**src/rtl/lsu_mem_initiator.sv**
```systemverilog
// Load/store initiator for a 64-bit little-endian, byte-addressed data memory port.
// Optional performance counters are enabled with `define LSU_PERF_CNT_EN.
module lsu_mem_initiator #(
    parameter int ADDR_LIMIT = 256,
    parameter int CNT_W      = 32
) (
    input  logic             clk,
    input  logic             reset,
    input  logic             req_valid,
    output logic             req_ready,
    input  logic             req_write,
    input  logic [1:0]       req_size,
    input  logic             req_unsigned,
    input  logic [63:0]      req_addr,
    input  logic [63:0]      req_wdata,
    output logic             rsp_valid,
    input  logic             rsp_ready,
    output logic [63:0]      rsp_data,
    output logic             rsp_err,
    output logic [63:0]      Mem_Addr,
    output logic [63:0]      Write_Data,
    output logic             MemWrite,
    output logic             MemRead,
    input  logic [63:0]      Read_Data,
    output logic [CNT_W-1:0] load_count,
    output logic [CNT_W-1:0] store_count,
    output logic [CNT_W-1:0] err_count
);

    typedef enum logic [1:0] {IDLE = 2'd0, RD = 2'd1, WR = 2'd2, RSP = 2'd3} state_t;

    state_t      r_state;
    state_t      w_next;
    logic        w_accept;
    logic        w_misalign;
    logic        w_range;
    logic        w_err;
    logic [64:0] w_end;
    logic        r_write;
    logic [1:0]  r_size;
    logic        r_unsigned;
    logic [2:0]  r_off;
    logic [63:0] r_wdata;

    // Pull the addressed lane down to bit 0 and sign- or zero-extend it.
    function automatic logic [63:0] f_lane_extend(input logic [63:0] d, input logic [1:0] size,
                                                  input logic [2:0] off, input logic uns);
        logic [63:0] sh;
        logic [63:0] res;
        sh = d >> {off, 3'b000};
        case (size)
            2'd0:    res = uns ? {56'd0, sh[7:0]}  : {{56{sh[7]}}, sh[7:0]};
            2'd1:    res = uns ? {48'd0, sh[15:0]} : {{48{sh[15]}}, sh[15:0]};
            2'd2:    res = uns ? {32'd0, sh[31:0]} : {{32{sh[31]}}, sh[31:0]};
            default: res = sh;
        endcase
        return res;
    endfunction

    // Replace only the target lanes of the read doubleword with the store data.
    function automatic logic [63:0] f_lane_merge(input logic [63:0] d, input logic [63:0] wd,
                                                 input logic [1:0] size, input logic [2:0] off);
        logic [63:0] mask;
        case (size)
            2'd0:    mask = 64'h0000_0000_0000_00FF;
            2'd1:    mask = 64'h0000_0000_0000_FFFF;
            2'd2:    mask = 64'h0000_0000_FFFF_FFFF;
            default: mask = 64'hFFFF_FFFF_FFFF_FFFF;
        endcase
        return (d & ~(mask << {off, 3'b000})) | ((wd & mask) << {off, 3'b000});
    endfunction

    // Accept decode with alignment and range checks; end address is 65 bits so it cannot wrap.
    always_comb begin
        w_accept = req_valid && (r_state == IDLE);
        w_end    = {1'b0, req_addr} + (65'd1 << req_size);
        case (req_size)
            2'd0:    w_misalign = 1'b0;
            2'd1:    w_misalign = req_addr[0];
            2'd2:    w_misalign = |req_addr[1:0];
            default: w_misalign = |req_addr[2:0];
        endcase
        w_range = (w_end > 65'(ADDR_LIMIT));
        w_err   = w_misalign | w_range;
    end

    // State register.
    always_ff @(posedge clk or negedge reset) begin
        if (!reset) begin
            r_state <= IDLE;
        end else begin
            r_state <= w_next;
        end
    end

    // Next-state logic; only narrow stores and loads visit RD.
    always_comb begin
        w_next = r_state;
        case (r_state)
            IDLE: begin
                if (w_accept) begin
                    if (w_err)                                w_next = RSP;
                    else if (req_write && req_size == 2'd3)   w_next = WR;
                    else                                      w_next = RD;
                end else begin
                    w_next = IDLE;
                end
            end
            RD:      w_next = r_write ? WR : RSP;
            WR:      w_next = RSP;
            RSP:     w_next = rsp_ready ? IDLE : RSP;
            default: w_next = IDLE;
        endcase
    end

    assign req_ready = (r_state == IDLE);

    // Request capture, memory strobes and response registers.
    always_ff @(posedge clk or negedge reset) begin
        if (!reset) begin
            r_write    <= 1'b0;
            r_size     <= 2'd0;
            r_unsigned <= 1'b0;
            r_off      <= 3'd0;
            r_wdata    <= 64'd0;
            Mem_Addr   <= 64'd0;
            Write_Data <= 64'd0;
            MemWrite   <= 1'b0;
            MemRead    <= 1'b0;
            rsp_valid  <= 1'b0;
            rsp_data   <= 64'd0;
            rsp_err    <= 1'b0;
        end else begin
            MemRead   <= (w_next == RD);
            MemWrite  <= (w_next == WR);
            rsp_valid <= (w_next == RSP);
            case (r_state)
                IDLE: begin
                    if (w_accept) begin
                        r_write    <= req_write;
                        r_size     <= req_size;
                        r_unsigned <= req_unsigned;
                        r_off      <= req_addr[2:0];
                        r_wdata    <= req_wdata;
                        rsp_err    <= w_err;
                        rsp_data   <= 64'd0;
                        if (w_err) begin
                            Mem_Addr   <= 64'd0;
                            Write_Data <= 64'd0;
                        end else begin
                            Mem_Addr   <= {req_addr[63:3], 3'b000};
                            Write_Data <= (req_write && req_size == 2'd3) ? req_wdata : 64'd0;
                        end
                    end
                end
                RD: begin
                    if (r_write) begin
                        Write_Data <= f_lane_merge(Read_Data, r_wdata, r_size, r_off);
                    end else begin
                        rsp_data <= f_lane_extend(Read_Data, r_size, r_off, r_unsigned);
                        Mem_Addr <= 64'd0;
                    end
                end
                WR: begin
                    Write_Data <= 64'd0;
                    Mem_Addr   <= 64'd0;
                end
                RSP: begin
                    if (rsp_ready) begin
                        rsp_err  <= 1'b0;
                        rsp_data <= 64'd0;
                    end
                end
                default: begin
                    Mem_Addr   <= 64'd0;
                    Write_Data <= 64'd0;
                end
            endcase
        end
    end

`ifdef LSU_PERF_CNT_EN
    logic [CNT_W-1:0] r_load_cnt;
    logic [CNT_W-1:0] r_store_cnt;
    logic [CNT_W-1:0] r_err_cnt;

    // Count completed response handshakes by kind; errors count only as errors.
    always_ff @(posedge clk or negedge reset) begin
        if (!reset) begin
            r_load_cnt  <= {CNT_W{1'b0}};
            r_store_cnt <= {CNT_W{1'b0}};
            r_err_cnt   <= {CNT_W{1'b0}};
        end else if (r_state == RSP && rsp_ready) begin
            if (rsp_err)      r_err_cnt   <= r_err_cnt + {{(CNT_W-1){1'b0}}, 1'b1};
            else if (r_write) r_store_cnt <= r_store_cnt + {{(CNT_W-1){1'b0}}, 1'b1};
            else              r_load_cnt  <= r_load_cnt + {{(CNT_W-1){1'b0}}, 1'b1};
        end else begin
            r_load_cnt <= r_load_cnt;
        end
    end

    assign load_count  = r_load_cnt;
    assign store_count = r_store_cnt;
    assign err_count   = r_err_cnt;
`else
    assign load_count  = {CNT_W{1'b0}};
    assign store_count = {CNT_W{1'b0}};
    assign err_count   = {CNT_W{1'b0}};
`endif

endmodule

```
**config.mk**
```make
export PLATFORM = sky130hd
export DESIGN_NAME = lsu_mem_initiator
export DESIGN_NICKNAME = d
export VERILOG_FILES = /design/src/rtl/lsu_mem_initiator.sv
export SDC_FILE = /design/constraint.sdc
export NUM_CORES = 1
export LEC_CHECK = 0
export BUFFER_PORTS_ARGS = -buffer_cell sky130_fd_sc_hd__buf_4
export CELL_PAD_IN_SITES_DETAIL_PLACEMENT = 1
export CELL_PAD_IN_SITES_GLOBAL_PLACEMENT = 1
export CORE_UTILIZATION = 39
export CTS_CLUSTER_SIZE = 16
export DETAILED_ROUTE_END_ITERATION = 8
export PLACE_DENSITY = 0.82
export SYNTH_ARGS = -nofsm -noshare
export SYNTH_HDL_FRONTEND = slang
export SYNTH_SLANG_ARGS = --single-unit
```
**constraint.sdc**
```tcl
create_clock -name clk -period 4.15 [get_ports clk]
set_input_delay 0.6225 -clock clk [delete_from_list [all_inputs] [get_ports clk]]
set_output_delay 0.6225 -clock clk [all_outputs]
set_load 0.01 [all_outputs]
```
**Yosys cells after proc, flatten, opt, wreduce, memory -nomap -nowiden**

Cells that the tools add are included.

- Register bits: 269
- Input port bits: 200
- Output and inout port bits: 293
- Word-level logic and storage cells: 84

- $add $sub $neg: 1
- Magnitude comparators: 1
- Equality and inequality tests: 15
- Shifts and indexed selects: 4
- Mux-type cells: 30
- Bitwise operators: 5
- Reduce and logical (&&, ||, !) cells: 15

Operator list:

| operator | count |
|---|---|
| $mux W64 | 15 |
| $pmux W64 S3 | 5 |
| $and A64 B64 Y64 | 2 |
| $shl A64 B6 Y64 | 2 |
| $add A64 B65 Y65 | 1 |
| $gt A65 B9 Y1 const B | 1 |
| $shl A1 B2 Y65 const A | 1 |
| $not A64 Y64 | 1 |
| $or A64 B64 Y64 | 1 |
| $shr A64 B6 Y64 | 1 |
| $eq A2 B2 Y1 const B | 7 |
| $reduce_and A3 Y1 | 3 |
| $eq A2 B1 Y1 const B | 4 |
| $mux W2 | 4 |
| $pmux W2 S4 | 1 |
| $logic_not A2 Y1 | 3 |
| $ne A2 B2 Y1 const B | 3 |
| $reduce_bool A3 Y1 | 2 |
| $reduce_and A4 Y1 | 1 |
| $mux W1 | 3 |
| $pmux W1 S3 | 1 |
| $reduce_or A3 Y1 | 1 |
| $logic_and A1 B1 Y1 | 2 |
| $ne A2 B1 Y1 const B | 1 |
| other kinds (5) | 5 |

**Longest topological paths before layout**

Gate-level depths: netlist of run 1.

- Word-level depth: 10
- Gate-level depth with buffers: 15
- Depth with buffers taken out: 13

**Worst setup path before layout of run 1**

Ideal clock, no wire load.

- Kind: input to register
- Start point: input port req_size[1]
- End point: register Write_Data[10]
- Setup time: 74 ps
- Data arrival time: 4,633 ps
- Required time: 4,076 ps
- Slack: -557 ps
- Cell stages on the path: 15
- Buffers on the path: 2
- Path through: nor2_1 > ha_1 > inv_1 > fa_1 > nand2b_1 > a211o_1 > or3_1 > buf_2 > or4_1 > a221o_1 > or4_1 > or4_1 > nand4b_4 > buf_6 > o21ai_2

- Word-level cells in the longest chain between the ends: 7
- Elaborated cells on any way between the ends: 14
- Classes of those cells: add/sub: 1; order compare: 1; eq/ne: 3; shift: 1; mux: 5; bitwise: 1; reduce/logical: 2

RTL lines:

| element | line | source |
|---|---|---|
| start, declared | 12 | `input logic [1:0] req_size,` |
| $shl A1 B2 Y65 | 76 | `w_end = {1'b0, req_addr} + (65'd1 << req_size);` |
| $add A64 B65 Y65 | 76 |  |
| $gt A65 B9 Y1 | 83 | `w_range = (w_end > 65'(ADDR_LIMIT));` |
| $or A1 B1 Y1 | 84 | `w_err = w_misalign \| w_range;` |
| $mux W64 * | 147 | `if (w_err) begin` |
| $mux W64 * | 139 | `if (w_accept) begin` |
| $pmux W64 S3 * | 137 | `case (r_state)` |
| end signal, assigned | 152 | `Write_Data <= (req_write && req_size == 2'd3) ? req_wdata : 64'd0;` |
| end signal, assigned | 158 | `Write_Data <= f_lane_merge(Read_Data, r_wdata, r_size, r_off);` |
| end, declared | 21 | `output logic [63:0] Write_Data,` |

Every way passes the cells marked *; elsewhere a longest branch is shown, timed or not. The select of a mux whose other input is x is not followed.
A chain may end at the register's enable or synchronous reset.

**Worst setup path in the final report of run 1**

- Start point: input port req_size[1]
- End point: register Write_Data[32]

The elaborated chain is that of the path after synthesis.

==> results of run 1 <==
==> registers in the layout, summed over array words and instances, names as in the netlist, 2 cells and up <==
signal      cells
r_wdata        64
r_size          2
r_off           3
Mem_Addr       61
Write_Data     64
r_state         2
rsp_data       64
==> final timing paths <==
path | startpoint | end | slack (ns) | cells past startpoint
max | req_size[1] | Write_Data[32] | 0.004 | 16
min | reset | Write_Data[11] | 0.06 | 1
max reg2reg | r_off[0] | Write_Data[51] | 0.68 | 10
min reg2reg | rsp_data[60] | rsp_data[60] | 0.48 | 2
max in group asynchronous | reset | Mem_Addr[22] | 3.02 | 2
min in group clk | req_unsigned | r_unsigned | 0.25 | 3
==> stage by stage <==
stage / instance area, µm² / worst slack, ns / total power, mW
detailed placement: 20300 / -0.731 / 12.0
CTS: 21500 / 0.00829 / 15.0
floorplan: 17200 / -0.443 / 8.67
global placement: 20300 / -0.638 / 11.8
finish: 21600 / 0.00425 / 15.1
global route: 21600 / -0.0742 / 15.8
==> where the power goes <==
group	switching [mW]	internal [mW]
Sequential	0.883	3.43
Clock	1.21	1.74
Combinational	5.12	2.75
==> worst max-delay path, stage by stage <==
cell and delay (ns):
buf_8 0.10, nor2_4 0.11, ha_4 0.14, inv_2 0.03
fa_2 0.36, nand2b_4 0.15, a211o_1 0.30, or3_4 0.36
or4_4 0.42, a221o_1 0.32, or4_1 0.47, or4_4 0.56
nand4b_4 0.20, buf_12 0.19, clkbuf_16 0.19, o21ai_2 0.13
==> area by class of cell <==
class                           count  area, µm²
Clock buffer                       43        881
Clock inverter                     14        208
Tap cell                          539        674
Sequential cell                   266       6660
Antenna cell                        1       2.50
Timing Repair Buffer              493       3860
Fill cell                        4983      20700
Multi-Input combinational cell   1510       8990
Inverter                           79        297
==> cells by family (layout without fill, tap and decap cells) <==
group                      after synthesis  after routing
other                                    1            100
buffers and inverters                  321            629
and+or+nand+nor                        647            647
DFF                                    266            266
xor gates and xnor gates                21             21
AOI/OAI and AO/OA                      630            630
muxes                                  104            104
adders and majority gates                9              9
==> repair_timing <==
action,in CTS,in global routing
setup endpoints to repair,70,73
gates resized for setup,7,12
pin swaps,3,0
cloned,2,2
setup buffers,1,0
==> per-layer routing <==
metal  vias to the layer above  wire, µm  GRT usage, %
met3                       191      7070          7.66
li1                       7699         -             -
met2                       907     36900          57.1
met5                         -        54             0
met1                      8782     32300          46.2
met4                         8      3140          13.7
==> cell usage after synthesis (14+ instances only) <==
cell	number
a21oi_1	158
clkbuf_1	113
nor4_1	17
inv_1	78
mux2_2	50
o22ai_1	14
buf_1	19
xnor2_1	14
mux2i_1	54
a22oi_1	40
dfrtp_1	266
nor3_1	42
and2_1	63
nor2b_1	21
nand4_1	38
o21ai_0	197
buf_4	100
nand2_1	239
a221oi_1	21
a22o_1	34
nand3_1	40
a31oi_1	18
o21ai_2	60
nor2_1	122
==> cell usage in the layout, fill, tap and decap left out, types with 20 or more instances in the layout <==
cell type,netlist,routed
a21oi_1,158,158
nor2_1,122,121
inv_1,78,77
dfrtp_1,266,263
o21ai_0,197,196
a22o_1,34,34
mux2_2,50,50
o21ai_2,60,60
a22oi_1,40,40
a221oi_1,21,21
clkbuf_16,0,32
and2_1,63,63
mux2i_1,54,54
nand2_1,239,238
nand4_1,38,38
buf_4,100,481
conb_1,1,99
nor2b_1,21,20
nor3_1,42,42
nand3_1,40,40
==> summary.txt, run 1 <==
Synthesis
  • Compound-Gate Fraction of Synth Area: 23.8%
  • Register area share after synthesis: 39.6%
  • Post-Syn Instances: 1,999
  • Synthesized cell area: 16,800 µm²
  • Area leader, netlist: dfrtp_1
  • Simple-gate share of the synthesized area: 18.5%
  • YS warnings: 0
  • Post-Synth XOR/XNOR Area: 1.09%
  • Synth top area share: 39.6%
  • Seq cells post-synth: 266
  • Adder-Cell Fraction of Synth Area: 0.714%
  • Dominant cells by area after synthesis: dfrtp_1, o21ai_0, nand2_1
  • Mux share of post-synthesis cell area: 6.56%
  • Yosys cell types: 71
  • Avg Synthesized Cell Area: 8.42 µm²
  • Ys async rst share: 100%
  • Post-synth EDFFs: 0
  • Top_reg_cell synth: dfrtp_1
  • Main combinational cell family by area after synthesis: compound AO/OA/AOI/OAI gates

Placed design
  • Placed cell count: 2,882
  • Placer congestion estimate: 1.02
  • I/O Buffers: 393
  • DP HPWL: 61,400 µm

STA
  • Hold slack: 0.0647 ns
  • Achievable clock frequency: 241 MHz
  • Crit path time final: 4.15 ns
  • Slew HR: 27.2%
  • Final hold violation count: 0
  • Setup TNS: 0 ns
  • Final worst-path cycle share: 99.9%
  • Max Slew Vio Count: 0
  • Setup Viol. Count Final: 0
  • RSZ-0062 raised after global routing: yes
  • Layout Skew: 0.0192 ns
  • Worst slew pin tran: 1.08 ns

Routing
  • DR WL/cell: 27.0 µm
  • Final routed DRC violation total: 0
  • DRT Wirelength: 79,400 µm
  • Drt via density: 5.97
  • Starting DRT DRC Count: 1,613
  • Post-route ant nets: 0
  • DRT Pass-1 Iters: 6
  • Vias: 17,600

Flow run
  • Maximum Capacitance Violations: 0

Critical path
  • Worst Path Max Fanout: 9
  • CP startpoint kind: input pin
  • Worst Setup Path Type: input pin to flip-flop
  • CP arrival: 4.67 ns
  • Worst endpoint required time: 4.68 ns
  • CP endpoint kind: flip-flop

Floorplan
  • Core footprint: 42,200 µm²
  • Die Height: 210 µm
  • Placement Rows: 75
  • Die width: 210 µm
  • Initial core utilization: 39.8%
  • Die area: 44,000 µm²
  • Top Ports: 493

Clocking
  • Worst-path clk slew: 0.06 ns
  • # clock sinks: 266
  • Root buffer cell: clkbuf_16
  • CTS buffer count: 31
  • Longest Clk Path Bufs: 3
  • Clock Latency Late Sink: 0.60 ns
  • # hold bufs at CTS: 0
  • H-tree depth: 1
  • CTS tree: yes

GRT
  • Initial antenna violation count: 4
  • Largest net degree at the start of global routing: 97
  • Total Routing Usage GR: 35.4%
  • Vias in the first global route: 18,000
  • Global-route wire length before repair: 117,000 µm
  • GR Overflow Total: 0

Run status
  • Status: finished, final reports clean

Cells and area
  • Layout cells sized above 1: 28.4%
  • Layout Cells excl Fill: 2,945
  • Fin nets: 2,590
  • Layout area overhead: 28.2%
  • Finished Core Util: 51.1%

Power
  • Peak supply drop: 440 µV
  • LEAKAGE: 10.2 nW
  • P per Cell Area: 702 nW/µm²

Worst hold path
  • Hold Path Class: input pin to asynchronous set/reset pin
(Power assumes the default switching activity.)
==> run 2, diff against run 1 <==
==> constraint.sdc (replaced) <==
create_clock -name clk -period 4.15 [get_ports clk]
set_input_delay 0.2075 -clock clk [delete_from_list [all_inputs] [get_ports clk]]
set_output_delay 0.2075 -clock clk [all_outputs]
set_load 0.01 [all_outputs]
==> run 2 against run 1 <==
Register-to-register slack better by 0.12 ns. Clock skew increased by 0.0067 ns. Die area stayed put. Highest routed layer unchanged. Flip-flop and latch count unchanged.
==> summary.txt, run 2 (synthesized netlist as in run 1, its figures left out) <==
Run status
  • Status: finished, final reports clean

STA
  • Achievable clock frequency: 247 MHz
  • Hold slack: 0.0205 ns
  • RSZ-0062 raised after global routing: no
  • Final hold violation count: 0
  • Crit path time final: 4.05 ns
  • Layout Skew: 0.0259 ns
  • Setup TNS: 0 ns
  • Setup Viol. Count Final: 0
  • Worst slew pin tran: 1.11 ns
  • Max Slew Vio Count: 0
  • Final worst-path cycle share: 97.6%
  • Slew HR: 26.2%

Placed design
  • Placed cell count: 2,857
  • DP HPWL: 61,900 µm
  • Placer congestion estimate: 0.994
  • I/O Buffers: 393

Routing
  • Starting DRT DRC Count: 1,723
  • Drt via density: 5.97
  • Final routed DRC violation total: 0
  • Vias: 17,800
  • DRT Wirelength: 81,600 µm
  • DR WL/cell: 27.3 µm
  • Post-route ant nets: 0
  • DRT Pass-1 Iters: 5

Floorplan
  • Die area: 44,000 µm²
  • Placement Rows: 75
  • Top Ports: 493
  • Core footprint: 42,200 µm²
  • Die Height: 210 µm
  • Initial core utilization: 39.8%
  • Die width: 210 µm

Critical path
  • CP arrival: 4.55 ns
  • Worst endpoint required time: 4.65 ns
  • CP cell instances: dlygate4sd3_1 > buf_4 > ha_2 > nand2b_4 > a211o_4 > or3_1 > or4_1 > a221o_1 > or4_1 > or4_1 > nand4b_4 > buf_12 > o21ai_2
  • Critical Path Most Common Cell: or4_1
  • Worst Path Max Fanout: 33
  • Worst Setup Path Type: input pin to flip-flop
  • CP endpoint kind: flip-flop
  • Critical path's slowest cell: or4_1
  • CP max stage delay: 0.55 ns
  • CP startpoint kind: input pin

GRT
  • Vias in the first global route: 18,600
  • Total Routing Usage GR: 36.4%
  • Initial antenna violation count: 3
  • Global-route wire length before repair: 121,000 µm
  • Largest net degree at the start of global routing: 107
  • GR Overflow Total: 0

Clocking
  • Post-CTS Repair Setup Buffers: 0
  • Root buffer cell: clkbuf_16
  • Clock Latency Late Sink: 0.59 ns
  • Longest Clk Path Bufs: 3
  • CTS buffer count: 30
  • Worst-path clk slew: 0.07 ns
  • H-tree depth: 1
  • # clock sinks: 266
  • CTS tree: yes

Cells and area
  • Commonest non-fill, non-tap cells in the layout: buf_4, dfrtp_1, nand2_1, o21ai_0, a21oi_1
  • Fin nets: 2,636
  • Fill count: 5,019
  • Ant diodes: 0
  • Top Registers: Write_Data: 64 flops, r_wdata: 64 flops, rsp_data: 64 flops
  • Layout Cells excl Fill: 2,989
  • Layout area overhead: 29.9%
  • Finished Core Util: 51.8%
  • Layout cells sized above 1: 26.3%
  • Most common cell after layout, fill and taps aside: buf_4

Worst hold path
  • Hold Path Class: input pin to flip-flop

Power
  • P per Cell Area: 687 nW/µm²
  • Overall Power: 15.0 mW
  • LEAKAGE: 10.3 nW
  • Peak supply drop: 416 µV

Flow run
  • Maximum Capacitance Violations: 0
[run 2: area by class of cell]
cell class	instances	area, µm²	share of cell area, %
multi-input cells	1510	8950	40.9
flip-flops and latches	266	6660	30.5
repair buffers	540	4300	19.7
clock buffers	45	888	4.06
well taps	539	674	3.09
inverters	79	297	1.36
clock inverters	10	81.3	0.372
[run 2: layer usage]
metal	wire length, µm	global-route usage, %	vias up
met5	36	0	-
met2	38500	60.2	895
li1	-	-	7793
met1	33200	47.1	8965
met4	3330	13.5	6
met3	6530	7.11	174
[run 2: through the flow]
stage / worst slack (ns) / instance area, µm²
floorplan: -0.0371 / 17200
global placement: -0.224 / 20100
detailed placement: -0.303 / 20100
CTS: 0.101 / 21800
global route: 0.0135 / 21900
finish: 0.101 / 21900
[run 2: critical path: cells and delay by family]
kind            cells  cell delay [ns]
buf+inv             3             0.93
compound gates      3             0.88
fa+ha+maj           1             0.38
simple gates        6             2.12
[run 2: path summary, 6_finish.rpt]
kind / startpoint / endpoint / slack [ns] / depth (start not counted)
worst max-delay path: req_addr[2] / Write_Data[18] / 0.10 / 13
worst min-delay path: req_size[1] / r_size[1] / 0.02 / 3
worst max register to register: r_off[1] / Write_Data[43] / 0.80 / 9
worst min register to register: rsp_data[62] / rsp_data[62] / 0.48 / 2
max in group asynchronous: reset / Mem_Addr[58] / 2.76 / 3
min in group asynchronous: reset / Write_Data[11] / 0.29 / 2
[run 2: repair_timing]
action	4_1_cts	5_1_grt
hold endpoints to repair	240	0
hold buffers	77	0
resized for setup	0	2
endpoints found under the setup margin	0	10
[run 2: report_power, final]
part / total [mW] / switching (mW) / internal [mW]
logic: 7.90 / 5.10 / 2.80
clock network: 2.69 / 1.15 / 1.53
registers: 4.44 / 1.01 / 3.42
==> run 3, diff against run 2 <==
==> config.mk (replaced) <==
export PLATFORM = sky130hd
export DESIGN_NAME = lsu_mem_initiator
export DESIGN_NICKNAME = d
export VERILOG_FILES = /design/src/rtl/lsu_mem_initiator.sv
export SDC_FILE = /design/constraint.sdc
export NUM_CORES = 1
export LEC_CHECK = 0
export BUFFER_PORTS_ARGS = -buffer_cell sky130_fd_sc_hd__buf_4
export CORE_AREA = 2 2 191 193
export CTS_CLUSTER_SIZE = 16
export DETAILED_ROUTE_END_ITERATION = 8
export DIE_AREA = 0 0 193 195
export PLACE_DENSITY = 0.74
export SYNTH_ARGS = -nofsm -noshare
export SYNTH_HDL_FRONTEND = slang
export SYNTH_SLANG_ARGS = --single-unit
==> constraint.sdc (replaced) <==
create_clock -name clk -period 4.15 [get_ports clk]
set_input_delay 0.2075 -clock clk [delete_from_list [all_inputs] [get_ports clk]]
set_output_delay 0.2075 -clock clk [all_outputs]
set_load 0.005 [all_outputs]
==> run 3 against run 2 <==
Hold slack worse by 0.0026 ns. Cell count decreased by 3.1%. Design area shrank 0.85%. Sequential share of layout area increased by 0.26 points.
==> summary.txt, run 3 (synthesized netlist as in run 1, its figures left out) <==
STA
  • Max Slew Vio Count: 0
  • Achievable clock frequency: 251 MHz
  • Setup Viol. Count Final: 0
  • Crit path time final: 3.98 ns
  • Layout Skew: 0.0206 ns
  • RSZ-0062 raised after global routing: no
  • Final worst-path cycle share: 95.9%
  • Worst slew pin tran: 1.30 ns
  • Final hold violation count: 0
  • Slew HR: 13.2%
  • Hold slack: 0.0180 ns

Critical path
  • CP max stage delay: 0.57 ns
  • CP cell instances: dlygate4sd3_1 > buf_4 > ha_1 > nand2b_4 > a211o_1 > or3_1 > or4_1 > a221o_1 > or4_1 > or4_1 > nand4b_4 > buf_12 > o21ai_0
  • Reg-to-reg startpoint: r_off[0]
  • Crit path buffers/inverters: 3
  • Worst Path Max Fanout: 42
  • R2R setup slack: 0.87 ns
  • CP arrival: 4.48 ns
  • CP endpoint kind: flip-flop
  • Worst Setup Path Type: input pin to flip-flop
  • Critical R2R Capture: Write_Data[37]
  • Worst endpoint required time: 4.64 ns
  • CP startpoint kind: input pin
  • Critical path's slowest cell: or4_1
  • Top delay family on crit path: simple AND/OR/NAND/NOR gates
  • Critical Path Most Common Cell: or4_1
  • Worst Reg-to-Reg Cells: 7

Worst hold path
  • Worst hold start: req_addr[0]
  • WHS Path Cells: 3
  • WHS Endpoint: r_off[0]
  • Hold Path Class: input pin to flip-flop

GRT
  • Initial antenna violation count: 0
  • GR Overflow Total: 0
  • Largest net degree at the start of global routing: 131
  • Vias in the first global route: 16,700
  • Global-route wire length before repair: 104,000 µm
  • Total Routing Usage GR: 36.5%

Routing
  • M1 WL: 27,300 µm
  • Routed wl met3: 7530 µm
  • Starting DRT DRC Count: 2,337
  • Drt via density: 6.08
  • DR WL/cell: 24.3 µm
  • Metal2 WL: 32,200 µm
  • DRT Wirelength: 70,400 µm
  • DRT Pass-1 Iters: 7
  • Vias: 17,600
  • Highest metal layer with signal wires: met4
  • Post-route ant nets: 0
  • Final routed DRC violation total: 0

Cells and area
  • Ant diodes: 0
  • Fin nets: 2,624
  • Layout cells sized above 1: 26.0%
  • Commonest non-fill, non-tap cells in the layout: buf_4, dfrtp_1, nand2_1, o21ai_0, a21oi_1
  • Layout Cells excl Fill: 2,895
  • Most common cell after layout, fill and taps aside: buf_4
  • Finished Core Util: 61.2%
  • Top Registers: Write_Data: 64 flops, r_wdata: 64 flops, rsp_data: 64 flops
  • Layout area overhead: 28.8%

Power
  • Int Power: 7.79 mW
  • Sequential share of power: 30.0%
  • Clock power frac: 19.1%
  • Comb pwr share: 50.9%
  • LEAKAGE: 10.3 nW
  • Peak supply drop: 443 µV
  • Sw Share: 45.8%
  • P per Cell Area: 664 nW/µm²
  • Switch Pwr: 6.59 mW

Placed design
  • Placed cell count: 2,770
  • I/O Buffers: 393
  • Placer congestion estimate: 1.03
  • DP HPWL: 53,900 µm

Clocking
  • H-tree depth: 1
  • Clock Latency Late Sink: 0.59 ns
  • Root buffer cell: clkbuf_16
  • Post-CTS Repair Setup Buffers: 0
  • CTS tree: yes
  • Longest Clk Path Bufs: 3
  • Worst-path clk slew: 0.06 ns
  • CTS buffer count: 29
  • # clock sinks: 266

Floorplan
  • Placement Rows: 69
  • Die width: 193 µm
  • Core footprint: 35,400 µm²
  • Die Height: 195 µm
  • Die area: 37,600 µm²
  • Top Ports: 493
  • Initial core utilization: 47.5%

Flow run
  • Maximum Capacitance Violations: 0

Run status
  • Status: finished, final reports clean
==> run 3: cell count changes in the layout (fill, tap and decap cells not counted), moves of 2 or more <==
cell	previous run	this run
clkbuf_1	8	3
buf_12	4	2
dlygate4sd3_1	77	75
clkbuf_16	31	29
clkinv_2	7	4
buf_4	458	451
bufinv_16	1	4
==> run 3: metal layers <==
layer | vias to the layer above | GRT usage (%)
li1 | 7775 | -
met1 | 8425 | 49.4
met2 | 1186 | 57.8
met3 | 205 | 6.24
met4 | 0 | 15.3
met5 | - | 0
==> run 3: cell type report <==
cell class,count,area (µm²)
clock inverter,12,185
tap,461,577
inverter,79,297
multi-input combinational,1510,8940
timing repair buffer,529,4190
sequential,266,6660
clock buffer,38,820
fill,3128,13700
==> run 3: worst reg2reg max path, cell delays in order, from the launching register on <==
cell and delay [ns]:
dfrtp_4 0.75, nor3_1 0.95, buf_4 0.33, nor2_1 0.20, a221oi_1 0.57, nor2_1 0.13, a21oi_1 0.17, o21ai_2 0.08
==> run 3: timing repair <==
action / in CTS / in global routing
endpoints found under the hold margin: 238 / 0
hold buffers: 75 / 0
endpoints found under the setup margin: 0 / 1
gates resized for setup: 0 / 1
==> run 3: per-stage QoR <==
step / setup WS (ns) / instance area (µm²) / power (mW) / TNS (ns)
2_1_floorplan: -0.0371 / 17200 / 8.46 / -2.23
3_3_place_gp: -0.189 / 19900 / 11.2 / -9.99
3_5_place_dp: -0.266 / 19900 / 11.4 / -14.52
4_1_cts: 0.159 / 21700 / 14.2 / 0
5_1_grt: 0.0143 / 21700 / 15.1 / 0
6_report: 0.169 / 21700 / 14.4 / 0
==> run 3: how the worst max path moves through the flow <==
stage	startpoint	to	slack, ns	depth (start not counted)
after global placement	req_size[1]	Write_Data[1]	-0.19	15
after detailed placement	req_size[1]	Write_Data[2]	-0.27	15
final	req_addr[2]	Write_Data[2]	0.17	13
after CTS	req_addr[2]	Write_Data[2]	0.16	13
after global routing	req_addr[2]	Write_Data[2]	0.01	13
after floorplan	req_size[1]	Write_Data[10]	-0.04	15
==> run 3: power by group through the flow <==
| stage | clock, mW | sequential, mW | combinational [mW] |
|---|---|---|---|
| after floorplan | 0 | 3.94 | 4.52 |
| after global placement | 0 | 4.29 | 6.95 |
| after detailed placement | 0 | 4.31 | 7.06 |
| after CTS | 2.76 | 4.28 | 7.15 |
| after global routing | 2.89 | 4.39 | 7.86 |
| final | 2.75 | 4.32 | 7.32 |
